File: src/rtl/pll_reset_sequencer_if.sv
// Avalon-MM style register bus shared by the PLL block and its reset sequencer.
// Same 3-bit address / 16-bit data layout as the PLL wrapper.
interface pll_reset_sequencer_if;
  logic [2:0]  address;
  logic        chipselect;
  logic        read;
  logic        write;
  logic [15:0] writedata;
  logic [15:0] readdata;

  modport master (
    output address, chipselect, read, write, writedata,
    input  readdata
  );

  modport slave (
    input  address, chipselect, read, write, writedata,
    output readdata
  );
endinterface

File: src/rtl/pll_reset_sequencer.sv
// Holds system resets while the PLL requests reset, then releases NUM_STAGES
// reset outputs in order with a programmable cycle gap between stages.
module pll_reset_sequencer #(
  parameter int NUM_STAGES          = 3,
  parameter int STAGE_DELAY_DEFAULT = 16
) (
  input  logic                  clk,
  input  logic                  reset,
  input  logic                  resetrequest_in,
  pll_reset_sequencer_if.slave  bus,
  output logic [NUM_STAGES-1:0] rst_out,
  output logic                  all_released
);

  typedef enum logic [1:0] {HOLD, RUN, DONE} state_t;

  state_t                state_q, state_d;
  logic [2:0]            idx_q, idx_d;
  logic [15:0]           cnt_q, cnt_d;
  logic [15:0]           delay_q, delay_d;
  logic [NUM_STAGES-1:0] rst_q, rst_d;
  logic                  rel_q, rel_d;
  logic                  sw_pulse_q, sw_pulse_d;
  logic                  wr_en;
  logic                  hold_cond;
  logic                  unused_read;

  // readdata is a pure function of address, so the read strobe is not needed
  assign unused_read = bus.read;

  assign wr_en     = bus.chipselect & bus.write;
  assign hold_cond = resetrequest_in | sw_pulse_q;

  always_ff @(posedge clk) begin
    if (reset) begin
      state_q    <= HOLD;
      idx_q      <= '0;
      cnt_q      <= '0;
      delay_q    <= 16'(STAGE_DELAY_DEFAULT);
      rst_q      <= '1;
      rel_q      <= 1'b0;
      sw_pulse_q <= 1'b0;
    end else begin
      state_q    <= state_d;
      idx_q      <= idx_d;
      cnt_q      <= cnt_d;
      delay_q    <= delay_d;
      rst_q      <= rst_d;
      rel_q      <= rel_d;
      sw_pulse_q <= sw_pulse_d;
    end
  end

  always_comb begin
    sw_pulse_d = wr_en && (bus.address == 3'd1) && bus.writedata[0];
    delay_d    = delay_q;
    if (wr_en && (bus.address == 3'd2)) begin
      delay_d = bus.writedata;
    end
  end

  // Reloads read delay_q, so a delay write landing on a reload edge applies one stage later
  always_comb begin
    state_d = state_q;
    idx_d   = idx_q;
    cnt_d   = cnt_q;
    rst_d   = rst_q;
    rel_d   = rel_q;
    unique case (state_q)
      HOLD: begin
        rst_d = '1;
        rel_d = 1'b0;
        idx_d = '0;
        if (!hold_cond) begin
          state_d = RUN;
          cnt_d   = delay_q;
        end
      end
      RUN: begin
        if (hold_cond) begin
          state_d = HOLD;
          rst_d   = '1;
          rel_d   = 1'b0;
          idx_d   = '0;
          cnt_d   = '0;
        end else if (cnt_q == 16'd0) begin
          for (int i = 0; i < NUM_STAGES; i++) begin
            if (idx_q == 3'(i)) rst_d[i] = 1'b0;
          end
          if (idx_q == 3'(NUM_STAGES - 1)) begin
            state_d = DONE;
            rel_d   = 1'b1;
          end else begin
            idx_d = idx_q + 3'd1;
            cnt_d = delay_q;
          end
        end else begin
          cnt_d = cnt_q - 16'd1;
        end
      end
      DONE: begin
        rst_d = '0;
        rel_d = 1'b1;
        if (hold_cond) begin
          state_d = HOLD;
          rst_d   = '1;
          rel_d   = 1'b0;
          idx_d   = '0;
        end
      end
      default: begin
        state_d = HOLD;
        rst_d   = '1;
        rel_d   = 1'b0;
        idx_d   = '0;
        cnt_d   = '0;
      end
    endcase
  end

  always_comb begin
    unique case (bus.address)
      3'd0:    bus.readdata = {10'd0, resetrequest_in, idx_q, (state_q == HOLD), rel_q};
      3'd2:    bus.readdata = delay_q;
      default: bus.readdata = 16'h0000;
    endcase
  end

  assign rst_out      = rst_q;
  assign all_released = rel_q;

endmodule

File: src/flat_wrapper.sv
// flat-port wrapper written by rule: the top's interface ports become plain ports
module pll_reset_sequencer_flat 
#(
  parameter int NUM_STAGES          = 3,
  parameter int STAGE_DELAY_DEFAULT = 16
)
  (clk, reset, resetrequest_in, rst_out, all_released, bus_address, bus_chipselect, bus_read, bus_write, bus_writedata, bus_readdata);
  pll_reset_sequencer_if bus_i ();
  input  logic clk;
  input  logic reset;
  input  logic resetrequest_in;
  output logic [NUM_STAGES-1:0] rst_out;
  output logic all_released;
  input wire logic [$bits(bus_i.address)-1:0] bus_address;
  input wire logic [$bits(bus_i.chipselect)-1:0] bus_chipselect;
  input wire logic [$bits(bus_i.read)-1:0] bus_read;
  input wire logic [$bits(bus_i.write)-1:0] bus_write;
  input wire logic [$bits(bus_i.writedata)-1:0] bus_writedata;
  output wire logic [$bits(bus_i.readdata)-1:0] bus_readdata;
  assign bus_i.address = bus_address;
  assign bus_i.chipselect = bus_chipselect;
  assign bus_i.read = bus_read;
  assign bus_i.write = bus_write;
  assign bus_i.writedata = bus_writedata;
  assign bus_readdata = bus_i.readdata;
  pll_reset_sequencer #(.NUM_STAGES(NUM_STAGES), .STAGE_DELAY_DEFAULT(STAGE_DELAY_DEFAULT)) u_core (.clk(clk), .reset(reset), .resetrequest_in(resetrequest_in), .bus(bus_i), .rst_out(rst_out), .all_released(all_released));
endmodule
File: config.mk
export PLATFORM = sky130hd
export DESIGN_NAME = pll_reset_sequencer_flat
export DESIGN_NICKNAME = d
export VERILOG_FILES = /design/src/rtl/pll_reset_sequencer_if.sv /design/src/rtl/pll_reset_sequencer.sv /design/src/flat_wrapper.sv
export SDC_FILE = /design/constraint.sdc
export NUM_CORES = 1
export LEC_CHECK = 0
export BUFFER_PORTS_ARGS = -buffer_cell sky130_fd_sc_hd__buf_2
export CELL_PAD_IN_SITES_DETAIL_PLACEMENT = 0
export CELL_PAD_IN_SITES_GLOBAL_PLACEMENT = 2
export CORE_MARGIN = 2
export CORE_UTILIZATION = 34
export DETAILED_ROUTE_END_ITERATION = 8
export PLACE_DENSITY_LB_ADDON = 0.1
export SLEW_MARGIN = 10
export SYNTH_ARGS = -nofsm -noshare
export SYNTH_HDL_FRONTEND = slang
export SYNTH_SLANG_ARGS = --single-unit
File: constraint.sdc
create_clock -name clk -period 4.58 [get_ports clk]
set_input_delay 0.687 -clock clk [delete_from_list [all_inputs] [get_ports clk]]
set_output_delay 0.687 -clock clk [all_outputs]
set_load 0.01 [all_outputs]
==> results.json, run 1 <==
{
  "run_status": "finished clean",
  "vias": 2278,
  "cp-start-kind": "flop",
  "post_cts.resized_instances": 0,
  "yosys-top-cells-area": "dfxtp_1 35%, nand2_1 8.2%, a21oi_1 5.6%",
  "crit_end": "u_core.cnt_q[9]",
  "routedWlPerCell_um": 16.0,
  "ys_seq_elements": 42,
  "r2r-end": "u_core.cnt_q[9]",
  "path_max_fanout": 16,
  "area.growth.synth_to_final_pct": 15.5,
  "switching_power_uw": 312,
  "crit_type": "flop to flop",
  "die_area_um2": 7830,
  "synth_ff_type": "dfxtp_1",
  "synth_edf_count": 0,
  "place_ws_ns": 1.74,
  "num_rows": 30,
  "startpoint": "u_core.cnt_q[0]",
  "powerDensity_nw_per_um2": 340,
  "swShare_pct": 32.7,
  "timing.final.hold_violations": 0,
  "grt_use_total_pct": 19.3,
  "fin_hold_ws_ns": 0.477,
  "synth_warnings": 0,
  "first_pass_iters": 4,
  "root_buffer": "clkbuf_8",
  "die_w_um": 88.5,
  "synth.largest_area_cell": "dfxtp_1",
  "fin_crit_sh_pct": 61.7,
  "nets": 374,
  "numClockSinks": 42,
  "cts_tree": "yes",
  "drc": 0,
  "antenna_cells": 0,
  "postRouteAntennaNets": 0,
  "yosys-top-cells-count": "53 x nand2_1, 42 x dfxtp_1, 27 x a21oi_1",
  "async_reset_ff_share_pct": 0,
  "die_y_um": 88.5,
  "grt_pass1_wl_um": 11700,
  "ys_types": 55,
  "fin_setup_tns_ns": 0,
  "combPwrFrac_pct": 26.6,
  "clkLatencyLatePin_ns": 0.29,
  "drive_above_1_share_pct": 18.2,
  "drv_slew": 0,
  "totalWireLength_um": 6980,
  "grt_max_degree": 29,
  "fillers": 750,
  "synth_most_common_cell": "nand2_1",
  "multi_input_area_um2": 1460,
  "max_freq_mhz": 354,
  "cp-end-kind": "flop",
  "synth_top_area_share_pct": 34.6,
  "holdBufCountCts": 0,
  "fin_worst_skew_ns": 0.00699,
  "grtUsageMet2_pct": 28.8,
  "intPower_uw": 640,
  "coreArea_um2": 6870,
  "grt_overflow": 0,
  "rsz0062_at_grt": "no",
  "p_leak_uw": 0.00120,
  "clk_pin_slew_worst_paths_ns": 0.08,
  "globalRouteMet1Util_pct": 28.6,
  "tightest_slew_ns": 0.676,
  "grt_pass1_vias": 2241,
  "dp_hpwl_um": 5120,
  "io_buffers": 43,
  "cts-buffers-inserted": 5,
  "antenna_found_initial": 0,
  "max_slew_margin_pct": 54.5,
  "pwr-share-seq_pct": 42.2,
  "finalWorstSetupSlack_ns": 1.75,
  "drt_iter0_drc": 123,
  "max-clock-path-buffers": 2,
  "vias_per_cell": 5.21,
  "grt_util_met3_pct": 3.36,
  "r2r-start": "u_core.cnt_q[0]",
  "post-route-min-period_ns": 2.83,
  "ff2ff_path_depth": 8,
  "postSynthAreaPerCell_um2": 7.98,
  "synthCells": 304,
  "ir_drop_uv": 118,
  "top_usage_layer": "met2",
  "required_ns": 4.77,
  "syn_area_um2": 2430,
  "start_util_pct": 35.3,
  "p_clk_share_pct": 31.2,
  "io_pins": 45,
  "routabilityCongestion": 0.865,
  "maxCapViolCount": 0,
  "min_from": "u_core.all_released",
  "synthesis.nets": 338,
  "ff_latch_area_um2": 841,
  "yosysSeqAreaShare_pct": 34.6,
  "postCtsSetupRepairBufs": 0,
  "hp-class": "flop to flop",
  "rrSetupSlack_ns": 1.75,
  "crit_arrival_ns": 3.02,
  "setup_violations": 0,
  "htree_levels": 2
}
==> metrics by stage <==
stage | total power [uW] | util [%] | cell area, um2 | cells
global route | 1010 | 40.8 | 2800 | 437
detailed placement | 660 | 39.3 | 2700 | 429
CTS | 960 | 40.8 | 2800 | 437
finish | 952 | 40.8 | 2800 | 437
global placement | 665 | 39.3 | 2700 | 429
floorplan | 596 | - | 2430 | 304
==> logic make-up after synthesis <==
kind of cell	share of synthesized area [%]
compound gates	21.0
xor+xnor	1.08
fa+ha+maj	4.64
buf+inv	5.36
flops	34.6
mux	4.18
simple gates	29.1
==> cell usage in the layout, fill, tap and decap left out, types with 6 or more instances in the layout <==
master,instances
nand2b_1,6
buf_2,43
mux2i_1,9
nand3_1,8
inv_1,13
and3_1,10
dfxtp_1,42
a21oi_1,27
nor3_1,9
nor2_1,25
nand2_1,53
a221o_1,9
ha_1,9
==> worst min path at each step <==
stage,slack (ns),cells past startpoint,end
after CTS,0.48,2,u_core.all_released
after global placement,0.46,2,u_core.rst_out[0]
final,0.48,2,u_core.all_released
after detailed placement,0.47,2,u_core.rst_out[0]
after floorplan,0.44,2,u_core.delay_q[11]
after global routing,0.50,2,u_core.state_q[0]
==> registers in the layout, summed over array words and instances, names as in the netlist <==
register and count:
u_core.sw_pulse_q 1, u_core.state_q 2, u_core.delay_q 16, u_core.rst_out 3
u_core.idx_q 3, u_core.all_released 1, u_core.cnt_q 16
==> critical path, cell delays in order (launching register included) <==
cell and delay, ns:
dfxtp_1 0.39, inv_1 0.11, ha_1 0.19, nor4b_1 0.42
nand4_2 0.42, nand3_1 0.68, a21oi_1 0.08, o21a_1 0.19
a221o_1 0.25
==> power groups by stage <==
| stage | Clock (uW) | Combinational, uW | Sequential, uW |
|---|---|---|---|
| finish | 297 | 253 | 402 |
| global route | 319 | 285 | 405 |
| CTS | 306 | 253 | 401 |
| detailed placement | 0 | 250 | 410 |
| global placement | 0 | 255 | 410 |
| floorplan | 0 | 193 | 403 |
==> cell type report <==
class                           count  area share, %
Tap cell                           96           4.29
Inverter                           13           1.74
Timing Repair Buffer               45           8.21
Clock inverter                      1           1.07
Clock buffer                        7           2.72
Multi-Input combinational cell    233           52.0
Sequential cell                    42           30.0
==> per-layer routing <==
layer  vias up  share of wire (%)
met5         -                  0
met4         0                1.5
met3         9                4.6
met2        52                 43
met1      1061                 51
li1       1156                  -
No activity file was read; power rests on OpenSTA's default activity.
==> run 2, diff against run 1 <==
--- a/config.mk
+++ b/config.mk
@@ -9,7 +9,7 @@
 export CELL_PAD_IN_SITES_DETAIL_PLACEMENT = 0
 export CELL_PAD_IN_SITES_GLOBAL_PLACEMENT = 2
 export CORE_MARGIN = 2
-export CORE_UTILIZATION = 34
+export CORE_UTILIZATION = 29
 export DETAILED_ROUTE_END_ITERATION = 8
 export PLACE_DENSITY_LB_ADDON = 0.1
 export SLEW_MARGIN = 10
==> constraint.sdc (replaced) <==
create_clock -name clk -period 2.3 [get_ports clk]
set_input_delay 0.345 -clock clk [delete_from_list [all_inputs] [get_ports clk]]
set_output_delay 0.345 -clock clk [all_outputs]
set_load 0.01 [all_outputs]
==> results.json, run 2 (same netlist as run 1, synthesis figures left out) <==
{
  "antenna_cells": 0,
  "drc": 0,
  "numClockSinks": 42,
  "fin_worst_skew_ns": 0.00706,
  "cp-start-kind": "flop",
  "routedWlPerCell_um": 16.4,
  "setup_violations": 0,
  "area.growth.synth_to_final_pct": 23.9,
  "top_regs": "u_core.cnt_q x16, u_core.delay_q x16",
  "vias": 2347,
  "die_y_um": 95.5,
  "antenna_found_initial": 0,
  "htree_levels": 2,
  "drive_above_1_share_pct": 23.5,
  "final_common_cell": "nand2_1",
  "crit_chain": "inv_1, ha_1, nor4b_2, nand4_2, or2_1, a21oi_4, buf_4, o21a_1, a221o_1",
  "multi_input_area_um2": 1460,
  "crit_type": "flop to flop",
  "fin_setup_tns_ns": 0,
  "drv_slew": 0,
  "p_leak_uw": 0.00132,
  "required_ns": 2.55,
  "timing.final.hold_violations": 0,
  "hp-class": "primary input to flop",
  "clkLatencyLatePin_ns": 0.30,
  "drt_iter0_drc": 92,
  "fin_hold_ws_ns": 0.256,
  "die_area_um2": 9120,
  "grt_max_degree": 28,
  "grt_pass1_vias": 2284,
  "io_pins": 45,
  "nets": 395,
  "clk_pin_slew_worst_paths_ns": 0.09,
  "rsz0062_at_grt": "no",
  "run_status": "finished clean",
  "max-clock-path-buffers": 2,
  "powerDensity_nw_per_um2": 669,
  "path_max_fanout": 6,
  "max_slew_margin_pct": 58.6,
  "coreArea_um2": 8180,
  "placed_cell_area_um2": 2890,
  "fin_cells": 467,
  "postCtsSetupRepairBufs": 0,
  "max_freq_mhz": 475,
  "root_buffer": "clkbuf_8",
  "fin_area_um2": 3010,
  "crit_slowest_cell": "or2_1",
  "dp_cells": 459,
  "cp-end-kind": "flop",
  "grt_overflow": 0,
  "tightest_slew_ns": 0.619,
  "io_buffers": 43,
  "fillers": 890,
  "final_util_pct": 36.8,
  "first_pass_iters": 4,
  "maxCapViolCount": 0,
  "post-route-min-period_ns": 2.10,
  "totalWireLength_um": 7640,
  "dp_hpwl_um": 5770,
  "cts_tree": "yes",
  "vias_per_cell": 5.03,
  "cp_slowest_stage_delay_ns": 0.33,
  "fin_crit_sh_pct": 91.5,
  "grt_use_total_pct": 18.1,
  "start_util_pct": 29.7,
  "crit_arrival_ns": 2.36,
  "ir_drop_uv": 316,
  "postRouteAntennaNets": 0,
  "layout_common_cells": "53 x nand2_1, 43 x buf_2, 42 x dfxtp_1",
  "grt_pass1_wl_um": 12400,
  "die_w_um": 95.5,
  "num_rows": 33,
  "routabilityCongestion": 0.828,
  "ff_latch_area_um2": 841,
  "cts-buffers-inserted": 5
}
run 2: through the flow:
| stage | total power, uW | setup WS, ns |
|---|---|---|
| 2_1_floorplan | 1190 | 0.301 |
| 3_3_place_gp | 1430 | 0.0854 |
| 3_5_place_dp | 1420 | 0.0694 |
| 4_1_cts | 2050 | 0.0449 |
| 5_1_grt | 2150 | 0.0406 |
| 6_report | 2010 | 0.196 |
run 2: what timing repair did:
item / 4_1_cts / 5_1_grt
endpoints found under the setup margin: 0 / 15
hold buffers: 0 / 0
resized for setup: 0 / 1
run 2: final timing paths:
path                          start                end  slack, ns  cells after the start
hold / removal     bus_writedata[4]  u_core.delay_q[4]       0.26                      3
setup reg to reg    u_core.cnt_q[0]    u_core.cnt_q[9]       0.20                      9
hold reg to reg   u_core.delay_q[6]  u_core.delay_q[6]       0.47                      2
setup / recovery    u_core.cnt_q[0]    u_core.cnt_q[9]       0.20                      9
run 2: final cells by class:
type / instances / area share (%)
clock buffers: 6 / 2.41
clock inverters: 2 / 1.25
inverters: 13 / 1.62
multi-input cells: 233 / 48.6
flip-flops and latches: 42 / 28.0
well taps: 105 / 4.37
repair buffers: 66 / 13.7
run 2: report_power, final:
| group | total (uW) | switching (uW) | internal, uW | leakage (uW) |
|---|---|---|---|---|
| combinational | 614 | 339 | 275 | 0.000928 |
| clock | 606 | 282 | 325 | 0.0000514 |
| sequential | 790 | 32.7 | 757 | 0.000340 |
run 2: critical path, delay by kind of cell (launching register included):
kind | cells | cell delay, ns
AO/OA/AOI/OAI | 3 | 0.42
flip-flops | 1 | 0.32
buffers and inverters | 2 | 0.25
AND/OR/NAND/NOR | 3 | 0.86
adder cells (fa/ha/maj) | 1 | 0.20
run 2: routing by layer:
metal	GRT usage [%]	vias up	share of wire, %
met1	25.8	1077	48
met4	6.79	0	2.7
met3	3.40	15	3.7
li1	-	1201	-
met2	26.9	54	45
met5	0	-	0
==> run 3, diff against run 2 <==
--- a/config.mk
+++ b/config.mk
@@ -5,11 +5,12 @@
 export SDC_FILE = /design/constraint.sdc
 export NUM_CORES = 1
 export LEC_CHECK = 0
+export ABC_AREA = 1
 export BUFFER_PORTS_ARGS = -buffer_cell sky130_fd_sc_hd__buf_2
 export CELL_PAD_IN_SITES_DETAIL_PLACEMENT = 0
 export CELL_PAD_IN_SITES_GLOBAL_PLACEMENT = 2
 export CORE_MARGIN = 2
-export CORE_UTILIZATION = 29
+export CORE_UTILIZATION = 27
 export DETAILED_ROUTE_END_ITERATION = 8
 export PLACE_DENSITY_LB_ADDON = 0.1
 export SLEW_MARGIN = 10
==> results.json, run 3 <==
{
  "coreArea_um2": 9770,
  "critPathBufInv": 3,
  "postSynthAreaPerCell_um2": 6.39,
  "tightest_slew_ns": 0.537,
  "yosysSeqAreaShare_pct": 30.8,
  "area.growth.synth_to_final_pct": 16.8,
  "powerDensity_nw_per_um2": 1080,
  "die_area_um2": 10900,
  "combPwrFrac_pct": 58.5,
  "vias_per_cell": 4.46,
  "dp_hpwl_um": 6460,
  "pwr-share-seq_pct": 26.1,
  "io_pins": 45,
  "cts-buffers-inserted": 5,
  "fin_area_um2": 3190,
  "crit_arrival_ns": 2.17,
  "ff2ff_path_depth": 13,
  "async_reset_ff_share_pct": 0,
  "yosys-top-cells-count": "133 x nand2_1, 47 x inv_1, 44 x nor2_1",
  "dp_cells": 599,
  "vias": 2705,
  "holdBufCountCts": 0,
  "synthesis.nets": 461,
  "drt_iter0_drc": 95,
  "ir_drop_uv": 298,
  "die_y_um": 105,
  "totalWireLength_um": 8390,
  "synth_warnings": 0,
  "min_to": "u_core.delay_q[5]",
  "cp_top_family": "simple AND/OR/NAND/NOR gates",
  "cp-end-kind": "flop",
  "p_leak_uw": 0.00155,
  "cp_slowest_stage_delay_ns": 0.35,
  "fin_crit_sh_pct": 86.9,
  "num_rows": 36,
  "synth_top_area_share_pct": 30.8,
  "top_regs": "u_core.cnt_q x16, u_core.delay_q x16",
  "synth.largest_area_cell": "dfxtp_1",
  "drv_slew": 0,
  "path_max_fanout": 11,
  "r2r-end": "u_core.rst_out[2]",
  "crit_slowest_cell": "dfxtp_1",
  "clk_pin_slew_worst_paths_ns": 0.09,
  "rrSetupSlack_ns": 0.30,
  "cts_tree": "yes",
  "clkLatencyLatePin_ns": 0.30,
  "grt_pass1_vias": 2534,
  "grt_pass1_wl_um": 13800,
  "max_slew_margin_pct": 64.2,
  "drive_above_1_share_pct": 19.0,
  "drc": 0,
  "grt_overflow": 0,
  "setup_violations": 0,
  "routabilityCongestion": 0.787,
  "swShare_pct": 50.0,
  "root_buffer": "clkbuf_8",
  "ys_types": 32,
  "final_util_pct": 32.6,
  "min_from": "bus_writedata[5]",
  "post_cts.resized_instances": 0,
  "placed_cell_area_um2": 3090,
  "antenna_cells": 0,
  "postCtsSetupRepairBufs": 0,
  "cp_common_cell": "nand2_4",
  "rsz0062_at_grt": "no",
  "postRouteAntennaNets": 0,
  "fin_setup_tns_ns": 0,
  "crit_chain": "inv_1, ha_1, inv_1, nor2_1, nand3_2, nor2_4, nand2_4, nand2_4, nand2_4, inv_2, nand3_2, o21ai_1, nand2_1",
  "intPower_uw": 1730,
  "synth_edf_count": 0,
  "max-clock-path-buffers": 2,
  "synthCells": 427,
  "htree_levels": 2,
  "holdPathStages": 3,
  "hp-class": "primary input to flop",
  "maxCapViolCount": 0,
  "yosys-top-cells-area": "dfxtp_1 31%, nand2_1 18%, inv_1 6.5%",
  "antenna_found_initial": 0,
  "routedWlPerCell_um": 13.8,
  "final_common_cell": "nand2_1",
  "layout_common_cells": "133 x nand2_1, 47 x inv_1, 44 x nor2_1",
  "switching_power_uw": 1730,
  "synth_most_common_cell": "nand2_1",
  "total_power_uw": 3450,
  "fin_cells": 607,
  "nets": 507,
  "synth_ff_type": "dfxtp_1",
  "first_pass_iters": 4,
  "p_clk_share_pct": 15.3,
  "io_buffers": 43,
  "grt_max_degree": 28,
  "fin_worst_skew_ns": 0.00407,
  "cp-start-kind": "flop",
  "startpoint": "u_core.cnt_q[0]",
  "crit_type": "flop to flop",
  "start_util_pct": 27.9,
  "timing.final.hold_violations": 0,
  "max_freq_mhz": 500,
  "r2r-start": "u_core.cnt_q[0]",
  "die_w_um": 105,
  "required_ns": 2.48,
  "post-route-min-period_ns": 2.00,
  "run_status": "finished clean",
  "grt_use_total_pct": 15.9,
  "syn_area_um2": 2730,
  "numClockSinks": 42,
  "ys_seq_elements": 42
}
==> run 3: changes by cell type in the layout (fill, tap and decap cells not counted), sizes merged, moves of 9 or more <==
cell   change
nand2     +86
inv       +41
nor2      +32
o21ai     +21
nand3     +21
a221o      -9
mux2i      -9
buf       -17
and3      -10
==> run 3: layout make-up <==
type / instances / area (um2)
fill: 1128 / 6590
multi-input combinational: 321 / 1620
sequential: 42 / 841
timing repair buffer: 49 / 260
inverter: 54 / 203
tap: 133 / 166
clock buffer: 6 / 82.6
clock inverter: 2 / 12.5
==> run 3: how the worst max path moves through the flow <==
stage | cells after the start | end
finish | 13 | u_core.rst_out[2]
global route | 13 | u_core.rst_out[2]
floorplan | 14 | u_core.state_q[1]
global placement | 13 | u_core.rst_out[2]
detailed placement | 13 | u_core.rst_out[2]
CTS | 13 | u_core.rst_out[2]
==> run 3: kinds of logic after synthesis <==
| kind of cell | share of synthesized area (%) |
|---|---|
| AOI/OAI and AO/OA | 13.0 |
| xor gates and xnor gates | 1.60 |
| adders and majority gates | 4.12 |
| buffers and inverters | 9.76 |
| DFF | 30.8 |
| and+or+nand+nor | 40.7 |
==> run 3: worst min-delay path: stages <==
cell	delay, ns
buf_2	0.08
nor2_1	0.04
nor2_1	0.08
==> run 3: metal layers <==
metal	routed length (um)	GRT usage, %
met3	326	2.31
met5	0	0
met1	4550	24.4
met2	3430	23.2
met4	89	3.67
==> run 3: through the flow <==
| stage | worst slack [ns] | hold WS, ns |
|---|---|---|
| 4_1_cts | 0.281 | 0.264 |
| 3_3_place_gp | 0.337 | 0.445 |
| 3_5_place_dp | 0.294 | 0.447 |
| 5_1_grt | 0.0843 | 0.287 |
| 2_1_floorplan | 0.616 | 0.444 |
| 6_report | 0.302 | 0.274 |
==> run 3: power by group through the flow <==
| stage | sequential [uW] | combinational, uW | clock [uW] |
|---|---|---|---|
| 3_5_place_dp | 919 | 2040 | 0 |
| 3_3_place_gp | 919 | 2050 | 0 |
| 2_1_floorplan | 905 | 1520 | 0 |
| 4_1_cts | 902 | 2050 | 550 |
| 5_1_grt | 918 | 2300 | 582 |
| 6_report | 902 | 2020 | 530 |
